<file path="src/rtl/param_tile_stream_source.sv">
// Streams a tiled parameter tensor from a fixed-latency ROM as valid/ready
// beats, prefetching under a credit limit that covers the read latency.
module param_tile_stream_source #(
    parameter int DATA_WIDTH        = 16,
    parameter int TENSOR_SIZE_DIM_0 = 32,
    parameter int TENSOR_SIZE_DIM_1 = 4,
    parameter int PARALLELISM_DIM_0 = 4,
    parameter int PARALLELISM_DIM_1 = 1,
    parameter int MEM_LATENCY       = 2,
    parameter int FIFO_DEPTH        = MEM_LATENCY + 2,
    parameter int REPEAT_WIDTH      = 8,
    localparam int BEAT      = PARALLELISM_DIM_0 * PARALLELISM_DIM_1,
    localparam int BLK0      = TENSOR_SIZE_DIM_0 / PARALLELISM_DIM_0,
    localparam int BLK1      = TENSOR_SIZE_DIM_1 / PARALLELISM_DIM_1,
    localparam int OUT_DEPTH = BLK0 * BLK1,
    localparam int AWIDTH    = $clog2(OUT_DEPTH) + 1
) (
    input  logic                       clk,
    input  logic                       rst,
    input  logic                       start,
    input  logic [REPEAT_WIDTH-1:0]    repeat_count,
    output logic                       busy,
    output logic [AWIDTH-1:0]          mem_addr,
    output logic                       mem_ce,
    input  logic [DATA_WIDTH*BEAT-1:0] mem_q,
    output logic [DATA_WIDTH-1:0]      data_out [BEAT],
    output logic                       data_out_valid,
    input  logic                       data_out_ready,
    output logic                       data_out_last_row,
    output logic                       data_out_last,
    output logic                       pass_done
);

    localparam int WORD_W = DATA_WIDTH * BEAT;
    localparam int B0W    = (BLK0 > 1) ? $clog2(BLK0) : 1;
    localparam int PW     = (FIFO_DEPTH > 1) ? $clog2(FIFO_DEPTH) : 1;
    localparam int CW     = $clog2(FIFO_DEPTH + 1);
    localparam int IW     = $clog2(MEM_LATENCY + 1);

    typedef enum logic [1:0] {
        IDLE,
        ISSUE,
        DRAIN
    } state_e;

    state_e                  state_q, state_d;
    logic [AWIDTH-1:0]       addr_q, addr_d;
    logic [B0W-1:0]          b0_q, b0_d;
    logic [REPEAT_WIDTH-1:0] reps_q, reps_d;
    logic                    cont_q, cont_d;
    logic [MEM_LATENCY-1:0]  tag_vld_q, tag_vld_d;
    logic [MEM_LATENCY-1:0]  tag_row_q, tag_row_d;
    logic [MEM_LATENCY-1:0]  tag_last_q, tag_last_d;
    logic [IW-1:0]           infl_q, infl_d;
    logic [CW-1:0]           fifo_cnt_q, fifo_cnt_d;
    logic [PW-1:0]           wr_ptr_q, wr_ptr_d;
    logic [PW-1:0]           rd_ptr_q, rd_ptr_d;
    logic [WORD_W-1:0]       fifo_data_q [FIFO_DEPTH];
    logic [WORD_W-1:0]       fifo_data_d [FIFO_DEPTH];
    logic [FIFO_DEPTH-1:0]   fifo_row_q, fifo_row_d;
    logic [FIFO_DEPTH-1:0]   fifo_last_q, fifo_last_d;

    logic fifo_empty;
    logic pop;
    logic push;
    logic credit;
    logic issue;
    logic at_wrap;
    logic final_rd;
    logic drain_done;
    logic [WORD_W-1:0] head;

    assign fifo_empty = (fifo_cnt_q == '0);
    assign pop        = !fifo_empty && data_out_ready;
    assign push       = tag_vld_q[MEM_LATENCY-1];
    assign credit     = (int'(fifo_cnt_q) + int'(infl_q)) < FIFO_DEPTH;
    assign issue      = (state_q == ISSUE) && credit;
    assign at_wrap    = (addr_q == AWIDTH'(OUT_DEPTH - 1));
    assign final_rd   = issue && at_wrap && !cont_q
                        && (reps_q == REPEAT_WIDTH'(1));

    // Run ends on the cycle the last buffered beat leaves.
    assign drain_done = (state_q == DRAIN) && (infl_q == '0)
                        && (fifo_empty || ((fifo_cnt_q == CW'(1)) && pop));

    assign busy              = (state_q != IDLE) && !drain_done;
    assign mem_ce            = issue;
    assign mem_addr          = addr_q;
    assign data_out_valid    = !fifo_empty;
    assign data_out_last_row = fifo_row_q[rd_ptr_q];
    assign data_out_last     = fifo_last_q[rd_ptr_q];
    assign pass_done         = pop && fifo_last_q[rd_ptr_q];
    assign head              = fifo_data_q[rd_ptr_q];

    always_comb begin
        for (int j = 0; j < BEAT; j++) begin
            data_out[j] = head[DATA_WIDTH*j +: DATA_WIDTH];
        end
    end

    always_comb begin
        state_d = state_q;
        addr_d  = addr_q;
        b0_d    = b0_q;
        reps_d  = reps_q;
        cont_d  = cont_q;
        unique case (state_q)
            IDLE: begin
                if (start) begin
                    reps_d  = repeat_count;
                    cont_d  = (repeat_count == '0);
                    addr_d  = '0;
                    b0_d    = '0;
                    state_d = ISSUE;
                end
            end
            ISSUE: begin
                if (issue) begin
                    if (at_wrap) begin
                        addr_d = '0;
                        if (!cont_q) begin
                            reps_d = reps_q - 1'b1;
                        end
                    end else begin
                        addr_d = addr_q + 1'b1;
                    end
                    if (b0_q == B0W'(BLK0 - 1)) begin
                        b0_d = '0;
                    end else begin
                        b0_d = b0_q + 1'b1;
                    end
                    if (final_rd) begin
                        state_d = DRAIN;
                    end
                end
            end
            DRAIN: begin
                if (drain_done) begin
                    state_d = IDLE;
                end
            end
            default: state_d = IDLE;
        endcase
    end

    // Tags ride alongside the ROM pipeline so mem_q is captured on arrival.
    always_comb begin
        tag_vld_d     = '0;
        tag_row_d     = '0;
        tag_last_d    = '0;
        tag_vld_d[0]  = issue;
        tag_row_d[0]  = issue && (b0_q == B0W'(BLK0 - 1));
        tag_last_d[0] = issue && at_wrap;
        for (int i = 1; i < MEM_LATENCY; i++) begin
            tag_vld_d[i]  = tag_vld_q[i-1];
            tag_row_d[i]  = tag_row_q[i-1];
            tag_last_d[i] = tag_last_q[i-1];
        end
    end

    always_comb begin
        infl_d = infl_q;
        if (issue && !push) begin
            infl_d = infl_q + 1'b1;
        end else if (!issue && push) begin
            infl_d = infl_q - 1'b1;
        end
    end

    always_comb begin
        fifo_cnt_d  = fifo_cnt_q;
        wr_ptr_d    = wr_ptr_q;
        rd_ptr_d    = rd_ptr_q;
        fifo_data_d = fifo_data_q;
        fifo_row_d  = fifo_row_q;
        fifo_last_d = fifo_last_q;
        if (push) begin
            fifo_data_d[wr_ptr_q] = mem_q;
            fifo_row_d[wr_ptr_q]  = tag_row_q[MEM_LATENCY-1];
            fifo_last_d[wr_ptr_q] = tag_last_q[MEM_LATENCY-1];
            if (wr_ptr_q == PW'(FIFO_DEPTH - 1)) begin
                wr_ptr_d = '0;
            end else begin
                wr_ptr_d = wr_ptr_q + 1'b1;
            end
        end
        if (pop) begin
            if (rd_ptr_q == PW'(FIFO_DEPTH - 1)) begin
                rd_ptr_d = '0;
            end else begin
                rd_ptr_d = rd_ptr_q + 1'b1;
            end
        end
        if (push && !pop) begin
            fifo_cnt_d = fifo_cnt_q + 1'b1;
        end else if (!push && pop) begin
            fifo_cnt_d = fifo_cnt_q - 1'b1;
        end
    end

    always_ff @(posedge clk) begin
        if (rst) begin
            state_q     <= IDLE;
            addr_q      <= '0;
            b0_q        <= '0;
            reps_q      <= '0;
            cont_q      <= 1'b0;
            tag_vld_q   <= '0;
            tag_row_q   <= '0;
            tag_last_q  <= '0;
            infl_q      <= '0;
            fifo_cnt_q  <= '0;
            wr_ptr_q    <= '0;
            rd_ptr_q    <= '0;
            fifo_row_q  <= '0;
            fifo_last_q <= '0;
        end else begin
            state_q     <= state_d;
            addr_q      <= addr_d;
            b0_q        <= b0_d;
            reps_q      <= reps_d;
            cont_q      <= cont_d;
            tag_vld_q   <= tag_vld_d;
            tag_row_q   <= tag_row_d;
            tag_last_q  <= tag_last_d;
            infl_q      <= infl_d;
            fifo_cnt_q  <= fifo_cnt_d;
            wr_ptr_q    <= wr_ptr_d;
            rd_ptr_q    <= rd_ptr_d;
            fifo_row_q  <= fifo_row_d;
            fifo_last_q <= fifo_last_d;
        end
    end

    always_ff @(posedge clk) begin
        fifo_data_q <= fifo_data_d;
    end

endmodule

</file>
<file path="config.mk">
export PLATFORM = sky130hd
export DESIGN_NAME = param_tile_stream_source
export DESIGN_NICKNAME = d
export VERILOG_FILES = /design/src/rtl/param_tile_stream_source.sv
export SDC_FILE = /design/constraint.sdc
export NUM_CORES = 1
export LEC_CHECK = 0
export BUFFER_PORTS_ARGS = -buffer_cell sky130_fd_sc_hd__buf_2
export CAP_MARGIN = 20
export CORE_ASPECT_RATIO = 0.8
export CORE_UTILIZATION = 57
export DETAILED_ROUTE_END_ITERATION = 8
export HOLD_SLACK_MARGIN = 0.05
export PLACE_DENSITY_LB_ADDON = 0.2
export SYNTH_ARGS = -nofsm -noshare
export SYNTH_HDL_FRONTEND = slang
export SYNTH_SLANG_ARGS = --single-unit
</file>
<file path="constraint.sdc">
create_clock -name clk -period 2.6 [get_ports clk]
set_input_delay 0.52 -clock clk [delete_from_list [all_inputs] [get_ports clk]]
set_output_delay 0.52 -clock clk [all_outputs]
set_load 0.05 [all_outputs]
</file>
==> results.yml <==
outcome:
  outcome: "finished, final reports clean"
worst_setup_path:
  worstPathArrival_ps: 1990
  crit_type: "flop to primary output"
  startpoint: "rd_ptr_q[0]"
  regToRegSetupSlack_ps: 330
  crit_fanout: 14
  critPathCaptureType: "primary output"
  reg2reg_to: "reps_q[4]"
  required_ps: 2080
  worst_r2r_path_depth: 6
  r2r-start: "infl_q[1]"
  start_kind: "flop"
synthesis:
  synth-seq-area-share: 0.7454
  yosysWarningCount: 0
  async_flop_share: 0
  syn_nets: 691
  synth_top_area_share: 0.6703
  synth_area_leaders: "edfxtp_1 67%, mux4_2 13%, dfxtp_1 7.5%"
  synth_cell_types: 47
  synth.cell_area_mm2: 0.01147
  synthCells: 598
  synth_top_cell_by_area: "edfxtp_1"
  syn_area_per_cell_um2: 19.18
  synth_flop_cell: "edfxtp_1"
  ys_ff_latch: 299
  synth_edf_count: 256
clocking:
  cts_buffers: 28
  clk-insertion-delay-late_ps: 530
  cts_buffer_depth: 3
  cts_tree: "done"
  cts-root-buf: "clkbuf_16"
  h-tree-depth: 1
  cts_sinks: 299
  cts.clk_slew.worst_paths_ps: 60
  postCtsHoldBufs: 0
floorplan:
  die_area_mm2: 0.02070
  ios: 152
  rows: 46
  fp.dieH_um: 128.9
  die_w_um: 160.6
  core_mm2: 0.01974
  initial_core_util: 0.5809
final_layout:
  drive_gt1_frac: 0.3720
  final_area_mm2: 0.01367
  nNetsFinal: 867
  area.sequential_mm2: 0.008557
  syn2layout_area_growth_pct: 19.20
  multi_input_area_mm2: 0.002739
  num-fill-cells: 1267
worst_hold_path:
  hold_path_end: "fifo_data_q[12]"
  whs_path_depth: 1
  hp-class: "input pin to flop"
  hp-start: "mem_q[12]"
global_routing:
  grt_first_pass_wirelength_um: 33690
  grt_overflow: 0
  grt.total_usage: 0.2120
  grt_pass1_vias: 6364
  grt_antenna_before_repair: 5
  grt_max_degree: 36
detailed_routing:
  drt-initial-drc-count: 475
  vias: 6165
  postRouteAntennaNets: 0
  first_pass_iters: 7
  avgViaCountPerCell: 5.816
  wirelength_um: 21430
  wl_per_cell_um: 20.21
  drc_errors: 0
sta:
  finalCritPeriodShare: 0.9663
  min_period_ps: 2512
  slew_headroom: 0.6447
  rsz0062_at_grt: "no"
  setup_viol: 0
  fmax_ghz: 0.3980
  setup_tns_ps: 0
  max_slew.worst_pin.slew_ps: 532.9
  skew_ps: 7.909
  slew_violations: 0
  finalHoldViolCount: 0
power:
  power_density_mw_per_mm2: 950.2
  vdd_drop_max_mv: 0.5846
  cellLeakagePower_nw: 4.734
place:
  portBuffers: 151
  hpwl_um: 13190
  gp_congestion: 0.7644
  placed_area_mm2: 0.01268
run:
  cap_violations: 0
[cells in the final DEF (no fill, tap or decap), types with 7 or more instances in the layout]
master / count
dfxtp_1: 40
ha_1: 17
inv_1: 12
buf_12: 10
edfxtp_1: 256
clkbuf_16: 29
buf_2: 151
nor2_1: 14
nand2_1: 35
mux4_2: 66
or3_1: 7
buf_4: 12
a21oi_1: 26
o21ai_0: 10
[layer usage]
| metal | vias up | track usage | part of all wire |
|---|---|---|---|
| met4 | 6 | 0.05042 | 0.016 |
| met5 | - | 0 | 0.0019 |
| li1 | 2776 | - | - |
| met2 | 188 | 0.3557 | 0.49 |
| met1 | 3158 | 0.2853 | 0.43 |
| met3 | 37 | 0.04932 | 0.063 |
[cell families after synthesis]
logic type	after synthesis	synth area share
AO/OA/AOI/OAI	67	0.04069
AND/OR/NAND/NOR	97	0.04364
buffers and inverters	45	0.01647
adder cells (fa/ha/maj)	17	0.01855
flip-flops	299	0.7454
XOR/XNOR	4	0.003054
multiplexers	69	0.1322
[through the flow]
stage	worst slack (ps)	hold slack (ps)	instances	power (mW)	util
detailed placement	221.2	433.2	1004	8.952	0.6423
global placement	399.5	420.6	1004	8.883	0.6423
finish	87.52	200.4	1060	12.99	0.6925
floorplan	215.5	413.8	598	8.136	-
global route	0.6251	184.7	1057	13.47	0.6921
CTS	52.25	182.6	1057	13.10	0.6917
[power breakdown]
part           internal, mW  switching (mW)  leakage [nW]
Sequential             5.35           0.122          2.66
Clock                  2.42            1.64         0.447
Combinational          1.22            2.24          1.63
[worst max-delay path: stages (launching register included)]
cell and delay (ps):
dfxtp_4 370, buf_12 140, buf_12 180, mux4_2 530
buf_2 230
[worst max-delay path by stage]
stage | endpoint | slack, ps | cells past startpoint
after floorplan | infl_q[1] | 220 | 7
after global placement | reps_q[4] | 400 | 5
after detailed placement | reps_q[4] | 220 | 5
after CTS | data_out[16] | 50 | 4
after global routing | mem_ce | 0.6 | 5
final | data_out[16] | 90 | 4
[cells in the mapped netlist (all sizes together), types with 6 or more instances]
master and number:
a21oi 27, a221oi 7, buf 19, clkbuf 9
dfxtp 43, edfxtp 256, ha 17, inv 16
mux4 66, nand2 35, nor2 14, nor3 6
o21ai 10, o32ai 6, or3 7
[area by class of cell]
type / instances / share of cell area
Clock inverter: 14 / 0.01226
Inverter: 17 / 0.004668
Clock buffer: 35 / 0.05473
Sequential cell: 299 / 0.6259
Antenna cell: 3 / 0.0005491
Timing Repair Buffer: 174 / 0.07734
Tap cell: 264 / 0.02416
Multi-Input combinational cell: 254 / 0.2003
[state kept, by name (all words and copies together), names as in the netlist, 2 cells and up]
name         cells
rd_ptr_q         2
wr_ptr_q         2
b0_q             3
state_q          2
fifo_cnt_q       3
fifo_row_q       4
infl_q           2
mem_addr         6
fifo_data_q    256
tag_last_q       2
tag_row_q        2
tag_vld_q        2
fifo_last_q      4
reps_q           8
[what timing repair did]
item / in CTS / in global routing
endpoints found under the hold margin: 0 / 0
cloned: 0 / 0
resized for setup: 0 / 2
setup endpoints to repair: 56 / 1
pin swaps: 1 / 0
buffers inserted: 4 / 0
Note: power is estimated with default switching activity, not from simulation.
